$ cat src/rtl/digit_scan_mux_if.sv
// Host-side bundle for the four-digit scan multiplexer: display data in, drive signals out.
interface digit_scan_mux_if;
    logic [15:0] value;
    logic        load;
    logic [3:0]  dp_in;
    logic        blank_lz;
    logic [3:0]  digit;
    logic [3:0]  an_n;
    logic        dp_n;
    logic        scan_tick;

    // Host drives data and load strobe, observes the display drive.
    modport master (
        output value, load, dp_in, blank_lz,
        input  digit, an_n, dp_n, scan_tick
    );

    // Scanner consumes data and load strobe, produces the display drive.
    modport slave (
        input  value, load, dp_in, blank_lz,
        output digit, an_n, dp_n, scan_tick
    );
endinterface

$ cat src/rtl/digit_scan_mux.sv
// Time-multiplexed driver for a four-digit common-anode seven-segment display.
// Each digit slot lasts CLK_DIV cycles: GUARD dark cycles (anti-ghost), then lit.
// Optional leading-zero blanking; digit 0 is always shown.
// Legal ranges: GUARD+2 <= CLK_DIV <= 2**24, 0 <= GUARD <= CLK_DIV-2.
module digit_scan_mux #(
    parameter int unsigned CLK_DIV = 50000,
    parameter int unsigned GUARD   = 2
) (
    input logic             clk,
    input logic             rst_n,
    digit_scan_mux_if.slave bus
);

    // Prescaler and guard counter share one width; GUARD < CLK_DIV always fits.
    localparam int unsigned CW = $clog2(CLK_DIV);
    localparam logic [CW-1:0] DIV_LAST = CW'(CLK_DIV - 1);
    localparam logic [CW-1:0] GUARD_LD = CW'(GUARD);

    // Scan state
    logic [CW-1:0] presc_q, presc_d;
    logic [1:0]    idx_q,   idx_d;
    logic [CW-1:0] guard_q, guard_d;

    // Shadow copies of the host data
    logic [15:0]   val_q,   val_d;
    logic [3:0]    dp_q,    dp_d;
    logic          blz_q,   blz_d;

    // Registered display drive
    logic [3:0]    digit_q, digit_d;
    logic [3:0]    an_q,    an_d;
    logic          dpn_q,   dpn_d;
    logic          stick_q, stick_d;

    // Combinational helpers
    logic          tick;
    logic [3:0]    cur_nib;
    logic          zero_from1, zero_from2, zero_from3;
    logic          blanked;

    // State and output registers; everything clears asynchronously.
    always_ff @(posedge clk or negedge rst_n) begin
        if (!rst_n) begin
            presc_q <= '0;
            idx_q   <= 2'd0;
            guard_q <= '0;
            val_q   <= 16'h0000;
            dp_q    <= 4'h0;
            blz_q   <= 1'b0;
            digit_q <= 4'h0;
            an_q    <= 4'b1111;
            dpn_q   <= 1'b1;
            stick_q <= 1'b0;
        end else begin
            presc_q <= presc_d;
            idx_q   <= idx_d;
            guard_q <= guard_d;
            val_q   <= val_d;
            dp_q    <= dp_d;
            blz_q   <= blz_d;
            digit_q <= digit_d;
            an_q    <= an_d;
            dpn_q   <= dpn_d;
            stick_q <= stick_d;
        end
    end

    // Next scan state, shadow capture and display drive from pre-edge values.
    always_comb begin
        presc_d = presc_q;
        idx_d   = idx_q;
        guard_d = guard_q;
        val_d   = val_q;
        dp_d    = dp_q;
        blz_d   = blz_q;
        digit_d = 4'h0;
        an_d    = 4'b1111;
        dpn_d   = 1'b1;
        stick_d = 1'b0;

        tick = (presc_q == DIV_LAST);

        // Slot timing: wrap prescaler, advance slot, rearm the dark guard window.
        if (tick) begin
            presc_d = '0;
            idx_d   = idx_q + 2'd1;
            guard_d = GUARD_LD;
        end else begin
            presc_d = presc_q + CW'(1);
            if (guard_q != '0) begin
                guard_d = guard_q - CW'(1);
            end
        end

        // Host load; scan timing is untouched so the display never restarts.
        if (bus.load) begin
            val_d = bus.value;
            dp_d  = bus.dp_in;
            blz_d = bus.blank_lz;
        end

        // A digit is a leading zero when it and every digit above it are zero.
        zero_from3 = (val_q[15:12] == 4'h0);
        zero_from2 = zero_from3 && (val_q[11:8] == 4'h0);
        zero_from1 = zero_from2 && (val_q[7:4] == 4'h0);
        case (idx_q)
            2'd1:    blanked = blz_q && zero_from1;
            2'd2:    blanked = blz_q && zero_from2;
            2'd3:    blanked = blz_q && zero_from3;
            default: blanked = 1'b0;
        endcase

        // Nibble is always presented, even while the anode is dark.
        cur_nib = 4'(val_q >> {idx_q, 2'b00});
        digit_d = cur_nib;

        if ((guard_q == '0) && !blanked) begin
            an_d  = ~(4'b0001 << idx_q);
            dpn_d = ~dp_q[idx_q];
        end

        stick_d = tick;
    end

    assign bus.digit     = digit_q;
    assign bus.an_n      = an_q;
    assign bus.dp_n      = dpn_q;
    assign bus.scan_tick = stick_q;

endmodule

$ cat src/flat_wrapper.sv
// flat-port wrapper written by rule: the top's interface ports become plain ports
module digit_scan_mux_flat 
#(
    parameter int unsigned CLK_DIV = 50000,
    parameter int unsigned GUARD   = 2
)
  (clk, rst_n, bus_value, bus_load, bus_dp_in, bus_blank_lz, bus_digit, bus_an_n, bus_dp_n, bus_scan_tick);
  digit_scan_mux_if bus_i ();
  input logic clk;
  input logic rst_n;
  input wire logic [$bits(bus_i.value)-1:0] bus_value;
  input wire logic [$bits(bus_i.load)-1:0] bus_load;
  input wire logic [$bits(bus_i.dp_in)-1:0] bus_dp_in;
  input wire logic [$bits(bus_i.blank_lz)-1:0] bus_blank_lz;
  output wire logic [$bits(bus_i.digit)-1:0] bus_digit;
  output wire logic [$bits(bus_i.an_n)-1:0] bus_an_n;
  output wire logic [$bits(bus_i.dp_n)-1:0] bus_dp_n;
  output wire logic [$bits(bus_i.scan_tick)-1:0] bus_scan_tick;
  assign bus_i.value = bus_value;
  assign bus_i.load = bus_load;
  assign bus_i.dp_in = bus_dp_in;
  assign bus_i.blank_lz = bus_blank_lz;
  assign bus_digit = bus_i.digit;
  assign bus_an_n = bus_i.an_n;
  assign bus_dp_n = bus_i.dp_n;
  assign bus_scan_tick = bus_i.scan_tick;
  digit_scan_mux #(.CLK_DIV(CLK_DIV), .GUARD(GUARD)) u_core (.clk(clk), .rst_n(rst_n), .bus(bus_i));
endmodule
$ cat config.mk
export PLATFORM = sky130hd
export DESIGN_NAME = digit_scan_mux_flat
export DESIGN_NICKNAME = d
export VERILOG_FILES = /design/src/rtl/digit_scan_mux_if.sv /design/src/rtl/digit_scan_mux.sv /design/src/flat_wrapper.sv
export SDC_FILE = /design/constraint.sdc
export NUM_CORES = 1
export LEC_CHECK = 0
export ABC_AREA = 1
export CAP_MARGIN = 20
export CORE_AREA = 2 2 82 84
export DETAILED_ROUTE_END_ITERATION = 8
export DIE_AREA = 0 0 84 86
export PLACE_DENSITY = 0.74
export SETUP_SLACK_MARGIN = 0.3
export SLEW_MARGIN = 5
export SYNTH_ARGS = -nofsm -noshare
export SYNTH_HDL_FRONTEND = slang
export SYNTH_SLANG_ARGS = --single-unit
$ cat constraint.sdc
create_clock -name clk -period 2.6 [get_ports clk]
set_input_delay 0.39 -clock clk [delete_from_list [all_inputs] [get_ports clk]]
set_output_delay 0.39 -clock clk [all_outputs]
set_load 0.01 [all_outputs]
==> results.yml <==
logic_synthesis:
  yosysWarningCount: 0
  synthesis.nets: 440
  netlist_area_sq_um: 3302
  syn_inst: 409
  postSynthAreaPerCell_sq_um: 8.073
  yosysSeqAreaShare_pct: 49.45
  ys_ff_latch: 65
  synthArstFlopShare_pct: 100.0
  synth_edf_count: 0
  synth.distinct_cells: 30
  synth_ff_type: "dfrtp_1"
sta:
  worst_slew_pin_slew_ns: 0.5273
  finalSetupViolations: 0
  skew_ns: 0.008726
  rsz0062_at_grt: "no"
  tns_ns: 0
  period_share_pct: 72.42
  hold_viol: 0
  fin_crit_ns: 1.883
  slew_violations: 0
  fmax_ghz: 0.5311
  max_slew_margin_pct: 64.85
worst_setup_path:
  reg2reg_to: "u_core.guard_q[14]$_DFFE_PN0P_"
  cpPeakStageDelay_ns: 0.41
  crit_path_top_delay_cell: "dfrtp_1"
  arrival_ns: 2.10
  path_buf_inv: 2
  r2r-start: "u_core.presc_q[0]$_DFF_PN0_"
  endpoint_kind: "flip-flop"
  cp_cell_sequence: "ha_1 > nand2_2 > nor2_4 > nand3_2 > inv_2 > nand2_4 > clkinv_4 > nor2_2 > nor2_1"
  path_delay_family: "simple AND/OR/NAND/NOR gates"
  reg2reg_depth: 9
  worst-setup-path-type: "flip-flop to flip-flop"
  worstPathRequired_ns: 2.81
  ff2ff_setup_slack_ns: 0.72
  cp_max_fo: 17
  crit_path_start_kind: "flip-flop"
cells_and_area:
  final_common_cell: "nand2_1"
  fin_util_pct: 62.57
  syn_to_final_growth_pct: 18.95
  layout_common_cells: "nand2_1 (80), nor2_1 (71), dfrtp_1 (60), inv_1 (55), nand3_1 (41)"
  drive_gt1_share_pct: 9.251
  diodes: 0
  final_area_sq_um: 3928
  fin_nets: 480
grt:
  antenna_found_initial: 0
  gr-usage-all-layers_pct: 20.18
  grt_pass1_wl_mm: 11.64
  grt_pass1_vias: 2603
  grt-ovfl-total: 0
  grt_max_degree: 33
drt:
  drc: 0
  first_iter_violations: 145
  first_pass_iters: 4
  post_drt_wl_per_cell_um: 12.44
  vias: 2731
  routed_wl_mm: 6.606
  post_drt_via_cell_ratio: 5.143
  ant_nets: 0
cts:
  cts_setup_buffers: 0
  clock_latency_ns: 0.35
  cts_buffers: 9
  cts_tree: "yes"
  htree_levels: 3
  clock-sinks: 65
  ctsHoldBuffers: 0
  cts_resized: 0
  cts-root-buf: "clkbuf_8"
  cts.path.max_buffers: 2
  clk_pin_slew_ns: 0.08
place:
  portBuffers: 33
  gp_congestion: 0.8911
  postPlaceCellArea_sq_um: 3709
  dp_hpwl_mm: 4.826
die:
  core_area_sq_um: 6277
  pin_count: 34
  start_util_pct: 52.60
  die-area_sq_um: 7224
  die_x_um: 84
  rows: 29
  die_h_um: 86
run_status:
  status: "finished clean"
hold_path:
  worstHoldPathType: "primary input to asynchronous set/reset pin"
pwr:
  cellPowerDensity_nw_per_um2: 548.9
  ir_drop_mv: 0.5481
  p_leak_nw: 2.047
run:
  drv_cap: 0
[area by class of cell]
cell class | count | area [sq um]
clock buffer | 10 | 127.6
clock inverter | 6 | 91.34
fill | 538 | 2350
inverter | 58 | 222.7
multi-input combinational | 279 | 1409
sequential | 65 | 1633
tap | 77 | 96.34
timing repair buffer | 36 | 347.8
[kinds of logic after synthesis]
logic type / count (synthesis) / synth area share [%]
flops: 65 / 49.45
simple gates: 209 / 26.87
buf+inv: 65 / 7.882
compound gates: 42 / 6.821
xor+xnor: 11 / 2.918
fa+ha+maj: 7 / 2.652
mux: 10 / 3.410
[power breakdown]
group	internal (mW)	leakage (nW)	switching (mW)
registers	1.05	0.824	0.0183
logic	0.0736	1.11	0.0638
clock network	0.545	0.111	0.405
total	1.67	2.05	0.487
[layer usage]
| metal | GRT usage [%] | wire [um] | up-vias |
|---|---|---|---|
| li1 | - | - | 1370 |
| met1 | 26.17 | 3016 | 1279 |
| met2 | 33.02 | 3166 | 73 |
| met3 | 5.871 | 338 | 9 |
| met4 | 6.305 | 85 | 0 |
| met5 | 0 | 0 | - |
[worst register-to-register path: cells and delay by family (launching register included)]
family / cells / cell delay (ns)
simple gates: 6 / 0.92
flops: 1 / 0.41
fa+ha+maj: 1 / 0.25
buf+inv: 2 / 0.17
[sequential cells by signal (all words and copies together), names as in the netlist, 2 cells and up]
register          cells
u_core.bus.an_n       4
u_core.bus.digit      4
u_core.presc_q       16
u_core.val_q         16
u_core.guard_q       16
u_core.idx_q          2
u_core.dp_q           4
[synth_stat cells, types with 2 or more instances]
library cell	n	share of area (%)
inv_1	55	6.3
xor2_1	9	2.4
xnor2_1	2	0.53
nand3_1	41	6.2
nand2_1	80	9.1
clkbuf_1	3	0.34
buf_2	3	0.45
o21bai_1	4	0.91
a21oi_1	17	2.6
mux2_2	10	3.4
nand4_1	4	0.76
nor3_1	5	0.76
inv_2	2	0.23
dfrtp_1	60	45
dfstp_2	5	4.0
nor2_1	71	8.1
ha_1	7	2.7
o21ai_0	19	2.9
[stage by stage]
stage                     std cells  power, mW  hold slack, ns  setup slack (ns)
after floorplan                 409      1.139         0.09441             1.183
after global placement          515      1.224          0.3981            0.7743
after detailed placement        515      1.227          0.4055            0.7056
after CTS                       531      2.182         0.02405            0.6942
after global routing            531      2.245         0.04827            0.5209
final                           531      2.156         0.01442            0.7172
[worst max path at each step]
| stage | from | endpoint | cells after the start | slack (ns) |
|---|---|---|---|---|
| final | u_core.presc_q[0]$_DFF_PN0_ | u_core.guard_q[14]$_DFFE_PN0P_ | 9 | 0.72 |
| after global routing | u_core.presc_q[0]$_DFF_PN0_ | u_core.guard_q[12]$_DFFE_PN0P_ | 9 | 0.52 |
| after CTS | u_core.presc_q[0]$_DFF_PN0_ | u_core.guard_q[14]$_DFFE_PN0P_ | 9 | 0.69 |
| after detailed placement | u_core.presc_q[0]$_DFF_PN0_ | u_core.guard_q[9]$_DFFE_PN0P_ | 9 | 0.71 |
| after global placement | u_core.presc_q[0]$_DFF_PN0_ | u_core.guard_q[15]$_DFFE_PN0P_ | 9 | 0.77 |
| after floorplan | u_core.presc_q[0]$_DFF_PN0_ | u_core.guard_q[10]$_DFFE_PN0P_ | 10 | 1.18 |
Power figures use the tool's default switching activity.
==> variant 1: new RTL, same settings <==
`CLK_DIV` is set to 50000 in 2 places; all go to 100000.
--- a/src/rtl/digit_scan_mux.sv
+++ b/src/rtl/digit_scan_mux.sv
@@ -3,7 +3,7 @@
 // Optional leading-zero blanking; digit 0 is always shown.
 // Legal ranges: GUARD+2 <= CLK_DIV <= 2**24, 0 <= GUARD <= CLK_DIV-2.
 module digit_scan_mux #(
-    parameter int unsigned CLK_DIV = 50000,
+    parameter int unsigned CLK_DIV = 100000,
     parameter int unsigned GUARD   = 2
 ) (
     input logic             clk,
--- a/src/flat_wrapper.sv
+++ b/src/flat_wrapper.sv
@@ -1,7 +1,7 @@
 // flat-port wrapper written by rule: the top's interface ports become plain ports
 module digit_scan_mux_flat 
 #(
-    parameter int unsigned CLK_DIV = 50000,
+    parameter int unsigned CLK_DIV = 100000,
     parameter int unsigned GUARD   = 2
 )
   (clk, rst_n, bus_value, bus_load, bus_dp_in, bus_blank_lz, bus_digit, bus_an_n, bus_dp_n, bus_scan_tick);
Function: same outputs for any inputs over 10 cycles, from zero or initial values and one cycle with rst_n low; that may be too few to reach the edited logic, so the function may still have changed.
==> variant 1 against the unedited design <==
Global-route usage grew 0.90 points. Worst setup slack gained 91 ps. Hold slack gained 28 ps. Sequential cell count grew 2. Wire length grew 2.5%. Power grew 1.6%. Register-to-register slack gained 120 ps. Fmax grew 5.1%. Die area is the same. Clock power is essentially flat. Critical path depth shrank 8. Final area grew 2.6%. Area after synthesis grew 2.8%. Largest cell class unchanged. Largest power group unchanged. Highest routed layer unchanged.
==> variant 1: results (changes against the unedited design) <==
The number of buffers added to fix hold violations after cts is 0 (unchanged). The number of distinct library cells after synthesis is 26 (-13%), and the pre-CTS worst setup slack is 655 ps (-50.6 ps). Share of final-layout standard cells stronger than drive strength 1: 10.1% (+0.86 points).

The global routing usage summed across all routing layers came out at 21.1% (+0.90 points). By count the netlist is led by 92 x sky130_fd_sc_hd__nand2_1, 67 x sky130_fd_sc_hd__nor2_1, 62 x sky130_fd_sc_hd__dfrtp_1. The total via count in the routed design came out at 2741 (+0.37%). The count of input and output buffers works out to 33 (unchanged).

In the final layout, the registers with the most flip-flops are u_core.guard_q: 17 flops, u_core.presc_q: 17 flops, u_core.val_q: 16 flops. The share of async-settable or async-resettable flops after synthesis was 100% (unchanged); the standby leakage power was 2.08 nW (+1.7%). The peak supply drop is 0.413 mV (-25%). For the worst max-slew margin expressed relative to the limit, the log shows 45.9% (-19 points).

The post-cts gate resize count was 0 (unchanged); the pin count of the biggest net entering global routing was 68 (+110%). The final-stage net count was 491 (+2.3%). The CTS clock-pin slew for the worst setup and hold paths is 80 ps (about the same), and the later-pin clock latency in the skew report is 340 ps. The logs give 0 (unchanged) for the post-CTS setup buffer count and 32.7% (-0.29 points) for the met2 usage. The type of the worst min-delay path was in2async. The global routing usage on met1 was 29.0% (+2.8 points); the count of antenna diodes in the layout was 0 (unchanged). First-iteration detailed-routing DRC count: 116 (-20%). Depth of the worst register-to-register path: 8 (-1). The highest cell delay on the worst timing path came out at 530 ps (+120 ps).

The setup skew after layout came out at 11.3 ps (+2.57 ps). The tools report the number of global-route vias before repair as 2648 (+1.7%). In this run the critical register-to-register path is captured at u_core.guard_q[8]. The logs give 0.911 (+2.3%) for the routability congestion estimate and 4 (unchanged) for the count of TritonRoute iterations in the first routing pass. The tools report the number of clock buffers inserted by TritonCTS as 9 (unchanged).

The half-perimeter wire length of the detailed placement result was 4870 µm (+0.96%). The sequential element share of the synthesized area was 49.6% (+0.13 points); the yosys synthesis warning count was 0 (unchanged). Net count after synthesis: 452 (+2.7%). The met3 usage is 4.43% (-1.4 points). The run gives 808 ps (+91.3 ps) as the final setup slack of the worst path.

The highest fanout seen on the critical path is 1 (-16). The cell family contributing the most delay on the critical path is flip-flops. The critical-path cell with the highest stage delay was sky130_fd_sc_hd__dfstp_2. The run gives 2 (unchanged) as the number of buffers between clock root and the deepest sink. The run gives 0 (unchanged) as the number of antenna violations at the first check in global routing.

By area the synthesized netlist is led by sky130_fd_sc_hd__dfrtp_1 46%, sky130_fd_sc_hd__nand2_1 10%, sky130_fd_sc_hd__nor2_1 7.4%. The tree is rooted in a sky130_fd_sc_hd__clkbuf_8. The run gives 840 ps (+120 ps) as the register-to-register setup slack. The run finished with clean final reports. Global-route wire length before repair: 12100 µm (+3.7%). The critical path starts at u_core.bus.an_n[3].

The routed length per instance came out at 12.5 µm (+0.39%). In this run the worst setup path terminates at bus_an_n[3].
[variant 1: cell types whose count changed after synthesis, sizes merged, moves of 2 or more]
| cell | before | now |
|---|---|---|
| o21bai | 4 | 2 |
| nand4 | 4 | 9 |
| nand2 | 82 | 95 |
| o21ai | 19 | 22 |
| dfrtp | 60 | 62 |
| or2 | 0 | 5 |
| nand3 | 42 | 31 |
[variant 1: logic make-up after synthesis]
logic type	count (synthesis)	share of synthesized area, %
AND/OR/NAND/NOR	220	28.1
flip-flops	67	49.6
buffers and inverters	65	7.34
AO/OA/AOI/OAI	41	6.27
XOR/XNOR	11	2.84
multiplexers	10	3.32
adder cells (fa/ha/maj)	7	2.58
[variant 1: final cells by class]
class / count / area [µm²]
Fill cell: 533 / 2250
Tap cell: 77 / 96.3
Clock inverter: 6 / 90.1
Multi-Input combinational cell: 289 / 1460
Inverter: 58 / 218
Timing Repair Buffer: 35 / 353
Clock buffer: 10 / 128
Sequential cell: 67 / 1680
[variant 1: how the worst min path moves through the flow]
| stage | from | to | slack, ps | cells after the start |
|---|---|---|---|---|
| floorplan | rst_n | u_core.blz_q | 90 | 0 |
| global placement | rst_n | u_core.guard_q[13] | 430 | 2 |
| detailed placement | rst_n | u_core.guard_q[13] | 430 | 2 |
| CTS | rst_n | u_core.val_q[13] | 50 | 2 |
| global route | rst_n | u_core.val_q[14] | 70 | 2 |
| finish | rst_n | u_core.guard_q[11] | 40 | 2 |
[variant 1: layer usage]
layer	share of wire [%]	vias to the layer above	wire [µm]
li1	-	1399	-
met1	47	1286	3180
met2	49	52	3310
met3	3.1	4	207
met4	1.0	0	69
met5	0	-	0
[variant 1: report_power, final]
group	switching, W	internal (W)	leakage [nW]
combinational	0.0000651	0.0000748	1.12
sequential	0.0000179	0.00108	0.852
clock	0.000408	0.000542	0.106
[variant 1: stage by stage]
| stage | std cells | util (%) | cell area (µm²) | hold WS (ps) | power [W] |
|---|---|---|---|---|---|
| 2_1_floorplan | 421 | - | 3390 | 94.4 | 0.00117 |
| 3_3_place_gp | 526 | 60.7 | 3810 | 435 | 0.00126 |
| 3_5_place_dp | 526 | 60.7 | 3810 | 433 | 0.00126 |
| 4_1_cts | 542 | 64.2 | 4030 | 52.4 | 0.00221 |
| 5_1_grt | 542 | 64.2 | 4030 | 73.5 | 0.00228 |
| 6_report | 542 | 64.2 | 4030 | 42.7 | 0.00219 |
==> variant 2: new RTL, same settings <==
Made on the original files. Reset style: synchronous (`rst_n`), changed in one clocked block. Comments in the files are not updated.
--- a/src/rtl/digit_scan_mux.sv
+++ b/src/rtl/digit_scan_mux.sv
@@ -39,7 +39,7 @@
     logic          blanked;
 
     // State and output registers; everything clears asynchronously.
-    always_ff @(posedge clk or negedge rst_n) begin
+    always_ff @(posedge clk) begin
         if (!rst_n) begin
             presc_q <= '0;
             idx_q   <= 2'd0;
Function: differs if rst_n is asserted again (counterexample within 4 cycles, from zero or initial values and one cycle with rst_n low); with rst_n held inactive, the same outputs for 10 cycles.
==> variant 2 against the unedited design <==
Final area is 6.8% lower. Worst setup slack better by 82 ps. Power fell by 6.6%. Sequential cell count unchanged. Core utilization shrank 4.3 points. Wire length up 0.45%. Critical path depth shrank 3. Area after synthesis is 7.1% lower. Via count up 1.8%. Critical endpoint is now u_core.guard_q[12]. Largest cell class is now multi-input gates.
==> variant 2: results (changes against the unedited design) <==
The highest fanout seen on the critical path works out to 26 (+9). Type of the worst min-delay path: reg2reg. The tools report the setup skew after layout as 7.93 ps (-0.795 ps). For the pre-CTS worst setup slack, the log shows 724 ps (+18.8 ps). Actual transition at the worst max-transition pin: 749 ps (+222 ps). The post-layout utilization of the core is 58.3% (-4.3 points), and the routed length per instance is 11.7 µm (-5.9%). For the number of fill cells, the log shows 596 (+11%). The tools report the final-stage net count as 516 (+7.5%). For the standby leakage power, the log shows 1.57 nW (-23%). Depth of the worst register-to-register path: 6 (-3).

By area the synthesized netlist is led by sky130_fd_sc_hd__dfxtp_1 42%, sky130_fd_sc_hd__nor2_1 14%, sky130_fd_sc_hd__nand2_1 11%. The final worst-path cycle share is 69.3% (-3.1 points), and the count of multi-input combinational gates is 336 (+20%). The fraction of area in clock buffers and inverters was 5.30% (-0.27 points).

Source of the critical timing path: u_core.presc_q[0]. The run finished with clean final reports. The adder-cell share of the synthesized area came out at 2.86% (+0.20 points). The logs give 453 ps (+438 ps) for the minimum hold slack and 0.00346 mm² (-6.6%) for the area of placed instances. The share of final-layout standard cells stronger than drive strength 1 was 7.14% (-2.1 points); the share of async-settable or async-resettable flops after synthesis was 0% (-100 points).

Relative area of non-clock buffer cells in the final design: 9.64% (+0.79 points). The via-per-instance ratio works out to 4.90 (-4.7%). The global routing usage on met1 was 26.7% (+0.51 points); the pin count of the biggest net entering global routing was 27 (-18%). The instance count after placement with tap cells included was 551 (+7.0%). The logs give 11700 µm (+0.12%) for the global-route wire length before repair and 800 ps (+80 ps) for the register-to-register setup slack.

The number of global-route vias before repair is 2605 (+0.077%), and the multi-input logic area is 0.00158 mm² (+12%).
-- variant 2: changes by cell type after synthesis, moves of 5 or more --
cell and delta:
sky130_fd_sc_hd__dfxtp_1 +65, sky130_fd_sc_hd__dfrtp_1 -60, sky130_fd_sc_hd__nor2_1 +46, sky130_fd_sc_hd__inv_1 -20, sky130_fd_sc_hd__o21ai_0 +16, sky130_fd_sc_hd__nand3_1 -15
sky130_fd_sc_hd__nand2_1 +13, sky130_fd_sc_hd__mux2_2 -10, sky130_fd_sc_hd__a21oi_1 +8, sky130_fd_sc_hd__dfstp_2 -5
-- variant 2: power breakdown --
part / total [W] / switching (W) / internal (W)
Clock: 0.000837 / 0.000395 / 0.000442
Combinational: 0.000132 / 0.0000664 / 0.0000652
Sequential: 0.00104 / 0.0000185 / 0.00103
Total: 0.00201 / 0.000479 / 0.00153
